### src/rtl/ps2_scancode_rx.sv
// PS/2 keyboard receiver: synchronises and de-glitches the PS/2 clock, frames
// 11-bit device-to-host packets (start, 8 data LSB first, odd parity, stop),
// folds E0/F0 prefixes into flags and emits one strobe per scan code.
// Receive only; the PS/2 lines are never driven.
module ps2_scancode_rx #(
  parameter int FILTER_LEN     = 8,
  parameter int TIMEOUT_CYCLES = 200000
) (
  input  logic       clk,
  input  logic       reset,
  input  logic       ps2_clk_i,
  input  logic       ps2_data_i,
  output logic [7:0] code_o,
  output logic       code_valid_o,
  output logic       extended_o,
  output logic       release_o,
  output logic       parity_err_o,
  output logic       frame_err_o,
  output logic       busy_o
);

  localparam int FCW = $clog2(FILTER_LEN + 1);
  localparam int TCW = $clog2(TIMEOUT_CYCLES + 1);
  localparam logic [FCW-1:0] FILT_LAST = FCW'(FILTER_LEN - 1);
  localparam logic [TCW-1:0] TMO_LAST  = TCW'(TIMEOUT_CYCLES - 1);
  localparam logic [7:0]     BYTE_EXT  = 8'hE0;
  localparam logic [7:0]     BYTE_REL  = 8'hF0;

  typedef enum logic [1:0] {
    ST_IDLE   = 2'd0,
    ST_DATA   = 2'd1,
    ST_PARITY = 2'd2,
    ST_STOP   = 2'd3
  } state_t;

  // Odd parity holds when data bits plus parity bit contain an odd number of ones.
  function automatic logic odd_parity_ok(input logic [7:0] data, input logic par);
    return ^{data, par};
  endfunction

  // Synchroniser and filter state
  logic           clk_s1_q, clk_s2_q, data_s1_q, data_s2_q;
  logic           filt_q, filt_d;
  logic [FCW-1:0] filt_cnt_q, filt_cnt_d;
  logic           fall_s;

  // Timeout counter
  logic [TCW-1:0] tmo_cnt_q, tmo_cnt_d;
  logic           tmo_hit_s;

  // Frame FSM and datapath
  state_t         state_q, state_d;
  logic [2:0]     bit_cnt_q, bit_cnt_d;
  logic [7:0]     shift_q, shift_d;
  logic           par_q, par_d;
  logic           ext_pend_q, ext_pend_d;
  logic           rel_pend_q, rel_pend_d;

  // Registered outputs
  logic [7:0]     code_q, code_d;
  logic           code_valid_q, code_valid_d;
  logic           ext_q, ext_d;
  logic           rel_q, rel_d;
  logic           parity_err_q, parity_err_d;
  logic           frame_err_q, frame_err_d;
  logic           busy_q, busy_d;

  // Two-flop synchronisers for both asynchronous PS/2 lines; idle bus reads high.
  always_ff @(posedge clk) begin
    if (reset) begin
      clk_s1_q  <= 1'b1;
      clk_s2_q  <= 1'b1;
      data_s1_q <= 1'b1;
      data_s2_q <= 1'b1;
    end else begin
      clk_s1_q  <= ps2_clk_i;
      clk_s2_q  <= clk_s1_q;
      data_s1_q <= ps2_data_i;
      data_s2_q <= data_s1_q;
    end
  end

  // Filtered clock flips only after FILTER_LEN consecutive samples disagree with it.
  always_comb begin
    filt_d     = filt_q;
    filt_cnt_d = '0;
    if (clk_s2_q != filt_q) begin
      if (filt_cnt_q == FILT_LAST) begin
        filt_d     = clk_s2_q;
        filt_cnt_d = '0;
      end else begin
        filt_cnt_d = filt_cnt_q + FCW'(1);
      end
    end else begin
      filt_cnt_d = '0;
    end
  end

  assign fall_s = filt_q & ~filt_d;

  // Filter level and run-length counter.
  always_ff @(posedge clk) begin
    if (reset) begin
      filt_q     <= 1'b1;
      filt_cnt_q <= '0;
    end else begin
      filt_q     <= filt_d;
      filt_cnt_q <= filt_cnt_d;
    end
  end

  // Terminal count only matters while a frame is open.
  assign tmo_hit_s = (state_q != ST_IDLE) && (tmo_cnt_q == TMO_LAST);

  // Inter-bit timer: cleared by each Fall, held at zero when idle.
  always_comb begin
    tmo_cnt_d = tmo_cnt_q;
    if ((state_q == ST_IDLE) || fall_s || tmo_hit_s) begin
      tmo_cnt_d = '0;
    end else begin
      tmo_cnt_d = tmo_cnt_q + TCW'(1);
    end
  end

  // Timer register.
  always_ff @(posedge clk) begin
    if (reset) begin
      tmo_cnt_q <= '0;
    end else begin
      tmo_cnt_q <= tmo_cnt_d;
    end
  end

  // Frame FSM next state, prefix tracking and output strobes; timeout beats a coincident Fall.
  always_comb begin
    state_d      = state_q;
    bit_cnt_d    = bit_cnt_q;
    shift_d      = shift_q;
    par_d        = par_q;
    ext_pend_d   = ext_pend_q;
    rel_pend_d   = rel_pend_q;
    code_d       = code_q;
    ext_d        = ext_q;
    rel_d        = rel_q;
    code_valid_d = 1'b0;
    parity_err_d = 1'b0;
    frame_err_d  = 1'b0;
    if (tmo_hit_s) begin
      state_d     = ST_IDLE;
      frame_err_d = 1'b1;
      ext_pend_d  = 1'b0;
      rel_pend_d  = 1'b0;
    end else if (fall_s) begin
      case (state_q)
        ST_IDLE: begin
          if (!data_s2_q) begin
            state_d   = ST_DATA;
            bit_cnt_d = 3'd0;
          end else begin
            state_d = ST_IDLE;
          end
        end
        ST_DATA: begin
          shift_d = {data_s2_q, shift_q[7:1]};
          if (bit_cnt_q == 3'd7) begin
            state_d = ST_PARITY;
          end else begin
            bit_cnt_d = bit_cnt_q + 3'd1;
          end
        end
        ST_PARITY: begin
          par_d   = data_s2_q;
          state_d = ST_STOP;
        end
        ST_STOP: begin
          state_d = ST_IDLE;
          if (!data_s2_q) begin
            frame_err_d = 1'b1;
            ext_pend_d  = 1'b0;
            rel_pend_d  = 1'b0;
          end else if (!odd_parity_ok(shift_q, par_q)) begin
            parity_err_d = 1'b1;
            ext_pend_d   = 1'b0;
            rel_pend_d   = 1'b0;
          end else if (shift_q == BYTE_EXT) begin
            ext_pend_d = 1'b1;
          end else if (shift_q == BYTE_REL) begin
            rel_pend_d = 1'b1;
          end else begin
            code_d       = shift_q;
            ext_d        = ext_pend_q;
            rel_d        = rel_pend_q;
            code_valid_d = 1'b1;
            ext_pend_d   = 1'b0;
            rel_pend_d   = 1'b0;
          end
        end
        default: begin
          state_d = ST_IDLE;
        end
      endcase
    end else begin
      state_d = state_q;
    end
    busy_d = (state_d != ST_IDLE);
  end

  // FSM, datapath and output registers.
  always_ff @(posedge clk) begin
    if (reset) begin
      state_q      <= ST_IDLE;
      bit_cnt_q    <= 3'd0;
      shift_q      <= 8'h00;
      par_q        <= 1'b0;
      ext_pend_q   <= 1'b0;
      rel_pend_q   <= 1'b0;
      code_q       <= 8'h00;
      code_valid_q <= 1'b0;
      ext_q        <= 1'b0;
      rel_q        <= 1'b0;
      parity_err_q <= 1'b0;
      frame_err_q  <= 1'b0;
      busy_q       <= 1'b0;
    end else begin
      state_q      <= state_d;
      bit_cnt_q    <= bit_cnt_d;
      shift_q      <= shift_d;
      par_q        <= par_d;
      ext_pend_q   <= ext_pend_d;
      rel_pend_q   <= rel_pend_d;
      code_q       <= code_d;
      code_valid_q <= code_valid_d;
      ext_q        <= ext_d;
      rel_q        <= rel_d;
      parity_err_q <= parity_err_d;
      frame_err_q  <= frame_err_d;
      busy_q       <= busy_d;
    end
  end

  assign code_o       = code_q;
  assign code_valid_o = code_valid_q;
  assign extended_o   = ext_q;
  assign release_o    = rel_q;
  assign parity_err_o = parity_err_q;
  assign frame_err_o  = frame_err_q;
  assign busy_o       = busy_q;

endmodule

### config.mk
export PLATFORM = sky130hd
export DESIGN_NAME = ps2_scancode_rx
export DESIGN_NICKNAME = d
export VERILOG_FILES = /design/src/rtl/ps2_scancode_rx.sv
export SDC_FILE = /design/constraint.sdc
export NUM_CORES = 1
export LEC_CHECK = 0
export ABC_AREA = 1
export BUFFER_PORTS_ARGS = -buffer_cell sky130_fd_sc_hd__buf_4
export CORE_ASPECT_RATIO = 2
export CORE_UTILIZATION = 56
export CTS_BUF_LIST = sky130_fd_sc_hd__clkbuf_8
export DETAILED_ROUTE_END_ITERATION = 10
export PLACE_DENSITY_LB_ADDON = 0.12
export SLEW_MARGIN = 20
export SYNTH_ARGS = -nofsm -noshare
export SYNTH_HDL_FRONTEND = slang
export SYNTH_SLANG_ARGS = --single-unit
### constraint.sdc
create_clock -name clk -period 1.53 [get_ports clk]
set_input_delay 0.3825 -clock clk [delete_from_list [all_inputs] [get_ports clk]]
set_output_delay 0.3825 -clock clk [all_outputs]
set_load 0.1 [all_outputs]
Word level (Yosys, flattened, before mapping):

Index checks and enable logic that the tools add are counted.

* $add $sub $neg: 3
* eq/ne operators: 13
* mux-type cells: 24
* bitwise gates (word level): 10
* reductions and logical operators: 19

Operators with widths (number)
* $add 18x1->18 const B: 1
* $eq 18x18->1 const B: 1
* $mux 1: 17
* $eq 8x8->1 const B: 2
* $reduce_and 3->1: 4
* $not 1->1: 9
* $reduce_xor 9->1: 1
* $pmux 2 s4: 1
* $reduce_and 7->1: 1
* $reduce_or 7->1: 1
* $mux 2: 3
* $mux 3: 2
* $pmux 3 s2: 1
* $reduce_bool 2->1: 3
* $reduce_and 5->1: 1
* $reduce_or 5->1: 1
* $add 4x1->4 const B: 1
* $eq 2x2->1 const B: 2
* $eq 4x3->1 const B: 1
* $ne 2x2->1 const B: 2
* $ne 4x4->1 const B: 1
* $reduce_or 2->1: 2
* $add 3x1->3 const B: 1
* $eq 3x3->1 const B: 1
* 8 further kinds: 9

* register bits after elaboration: 57
* input bits: 4
* output and inout port bits: 14
* word-level logic and storage cells: 89

Logic depth before layout (Yosys ltp):

* depth after elaboration: 8
* depth in mapped cells: 13
* gate-level depth less buffers: 13

Worst setup path before layout:

No wires, ideal clock.

* path type: register -> register
* start: register tmo_cnt_q[0]
* end: register tmo_cnt_q[10]
* setup time: 0.117 ns
* arrival: 1.557 ns
* required time: 1.413 ns
* path slack: -0.144 ns
* stages on the path, launching flop included: 8
* path buffers: 1
* clock period less this slack: 1.674 ns
* cell sequence: dfxtp_1 > ha_1 > nand3_1 > nor3_1 > nand3_2 > o2111ai_2 > buf_2 > nor2_1

* cells in the longest elaborated chain, start to end: 4
* elaborated cells between the ends (all ways): 5
* classes of those cells: add/sub (1); eq/ne (1); reduce/logical (3)

RTL lines
* start, declared: RTL line 48 `logic [TCW-1:0] tmo_cnt_q, tmo_cnt_d;`
* start signal, assigned: RTL line 130 `tmo_cnt_q <= tmo_cnt_d;`
* branches (longest 4 deep; another with $add 18x1->18)

Parallel ways; which one is timed is not known.
A chain may end at the register's enable or synchronous reset.

Worst setup path after layout:

* start: register filt_cnt_q[0]
* end: register code_q[6], in the netlist code_o[6]

* cells in the longest elaborated chain, start to end: 6

RTL lines
* start, declared: RTL line 44 `logic [FCW-1:0] filt_cnt_q, filt_cnt_d;`
* start signal, assigned: RTL line 108 `filt_cnt_q <= filt_cnt_d;`
* $eq 4x3->1: RTL line 88 `if (filt_cnt_q == FILT_LAST) begin`
* $mux 1: RTL line 88
* $mux 1: RTL line 87 `if (clk_s2_q != filt_q) begin`
* $not 1->1: RTL line 99 `assign fall_s = filt_q & ~filt_d;`
* $and 1x1->1: RTL line 99
* $reduce_and 7->1 (no source line)
* end signal, assigned: RTL line 231 `code_q <= code_d;`
* end, declared: RTL line 60 `logic [7:0] code_q, code_d;`

Every way passes these cells.

==> results.md <==
- Sequential fraction of the synthesis area: 0.440
- Area grow syn2layout: 42.8%
- Worst vdd ir: 0.000813 V
- Overflow after GRT: 0
- Cts bufs inserted: 9
- CP top delay family: simple AND/OR/NAND/NOR gates
- Mapped cell area: 2590 um2
- Ys async rst share: 0
- Power density cells: 748 nW/um2
- Commonest cells in the netlist: nand2_1 (82), dfxtp_1 (57), nor2_1 (50), inv_1 (35), a21oi_1 (30)
- Critical path class: reg -> reg
- Most numerous cell in the Yosys netlist: nand2_1
- Setup violators final: 41
- Clk root buf: clkbuf_8
- Post-route cell area: 3700 um2
- Post-route setup slack: -0.144 ns
- Num rows: 34
- Clock H-tree levels: 3
- Die Height: 98.2 um
- Max-cap violations: 0
- Syn Inst Count: 360
- Pins over their slew limit: 0
- Fin Hold WS: 0.214 ns
- Tmin final: 1.67 ns
- Area contributors post-synth: dfxtp_1 (44%), nand2_1 (12%), nor2_1 (7.2%)
- Worst path bufs/invs: 1
- Cell Area, Placed: 3090 um2
- Register bit count reported by yosys: 57
- Layout cell share with drive strength beyond 1: 0.353
- Die span in x: 50.1 um
- Filler cell count in the final layout: 245
- Drt total wl: 8220 um
- Final Hold Vio Count: 0
- Max frequency: 597 MHz
- Setup TNS: -2.40 ns
- Global-route wire length before repair: 12400 um
- Clock latency on the worst-skew pair: 0.36 ns
- Final #Nets: 443
- Syn Nets: 368
- DP HPWL: 4480 um
- CTS Buffer Depth: 2
- CTS Sinks: 57
- DR vias/cell: 5.85
- Antenna Nets Post-Route: 0
- Slew @ Worst Pin: 0.404 ns
- Slew HR: 0.731
- PnR Total Power: 2.77 mW
- CP required: 1.78 ns
- Final GP Congestion: 0.869
- Core area: 4380 um2
- Port bufs: 17
- Finished Layout Cells: 493
- Vias in the first global route: 2778
- CTS Hold Bufs: 0
- Worst-path maximum fanout: 5
- Fin util: 0.845
- Outcome: complete, but fails checks
- Worst Setup End Kind: register
- Placed Cells incl. Taps: 460
- Critical path, cell by cell: ha_4, nand2_2, inv_2, nand2_4, nor3_4, nand3_4, nor2_4, nand3_1, nand2_1, nor2_1
- Syn avg cell area: 7.20 um2
- Slowest cell on crit path: dfxtp_2
- Violations in the final reports: setup timing
- Routed WL per cell: 16.7 um
- WP data arrival: 1.92 ns
- Element type at the critical path start: register
- RSZ-0062 raised after global routing: true
- Pre-CTS setup slack: -0.302 ns
- DR pass1 iterations: 4
- Largest net degree at the start of global routing: 27
- Fin crit share: 1.09
- Io pins: 18
- Die area: 4920 um2
- Synth area leader: dfxtp_1
- Initial Util: 0.592
- Routed vias: 2884
- Share of the synthesized area in the top cell type: 0.440
- Antenna violations before repair: 0
- Worst hold path class: in -> reg
- Yosys warns: 0
- Inserted Diodes: 0
- Post-Route Skew: 0.0105 ns
- Slowest stage delay, CP: 0.35 ns
- GRT Util Overall: 0.341
- Post-synth EDFFs: 0
- First DRT Iteration DRCs: 117
- DRC viols: 0
- TritonCTS clock tree: yes
- Number of distinct library cells after synthesis: 32
- Synth Flop Type: dfxtp_1
- CTS clock-pin slew for the worst setup and hold paths: 0.07 ns
- Leak pwr: 1.44 nW
## flip-flops by register name, summed over array words and instances (netlist names), 2 cells and up
name        cells
state_q         2
code_o          8
filt_cnt_q      4
bit_cnt_q       3
tmo_cnt_q      18
shift_q         8
## cell type report
cell class,instances,area (um2),share of cell area
multi-input cells,261,1580,0.427
clock buffers,10,138,0.0372
repair buffers,70,588,0.159
flip-flops and latches,57,1160,0.312
well taps,54,67.6,0.0183
clock inverters,5,23.8,0.00642
inverters,36,146,0.0396
## repair_timing
action | 4_1_cts | 5_1_grt
gates cloned | 5 | 3
hold endpoints to repair | 0 | 0
setup endpoints to repair | 47 | 46
buffers inserted | 7 | 3
pin swaps | 17 | 9
resized for setup | 35 | 41
## cells in the final DEF, fill, tap and decap left out, drive strengths merged, types with 2 or more instances in the layout
cell     synthesis  layout
nor2            50      53
nor3b            2       2
o2111ai          1       3
clkinv           0       4
o21ai           12      12
nor3            11      11
inv             36      36
dfxtp           57      57
or2              6       6
nand2           83      83
clkbuf           4      12
a21oi           30      30
ha               4       4
buf              8      68
nand3b           2       3
nand4            8       8
xor2             7       7
nor4             3       3
xnor2            3       3
nand3           31      31
## final timing paths
| path | to | start | cells past startpoint | slack, ns |
|---|---|---|---|---|
| min reg2reg | data_s2_q$_SDFF_PP1_ | data_s1_q$_SDFF_PP1_ | 1 | 0.41 |
| max | code_o[6]$_SDFFE_PP0P_ | filt_cnt_q[0]$_SDFF_PP0_ | 10 | -0.14 |
| max reg2reg | code_o[6]$_SDFFE_PP0P_ | filt_cnt_q[0]$_SDFF_PP0_ | 10 | -0.14 |
| min | clk_s1_q$_SDFF_PP1_ | ps2_clk_i | 2 | 0.21 |
## layer usage
metal	GRT usage	up-vias	share of wire	wire length, um
li1	-	1331	-	-
met1	0.296	1357	0.33	2680
met2	0.603	135	0.55	4530
met3	0.0670	61	0.048	394
met4	0.332	0	0.076	621
met5	0	-	0	0
## logic make-up after synthesis
kind of cell             count (synthesis)  synth area share
AO/OA/AOI/OAI                           45            0.0922
adder cells (fa/ha/maj)                  4            0.0193
XOR/XNOR                                10            0.0338
flip-flops                              57             0.440
AND/OR/NAND/NOR                        196             0.337
buffers and inverters                   48            0.0777
## worst register-to-register path, stage by stage (launching register included)
cell     delay [ns]
dfxtp_2        0.35
ha_4           0.14
nand2_2        0.04
inv_2          0.07
nand2_4        0.05
nor3_4         0.19
nand3_4        0.19
nor2_4         0.25
nand3_1        0.11
nand2_1        0.11
nor2_1         0.06
## power by group
part	switching, mW	internal [mW]	leakage, nW
clock network	0.600	0.603	0.0929
logic	0.0476	0.0257	0.886
registers	0.00398	1.49	0.465
No activity file was read; power rests on OpenSTA's default activity.
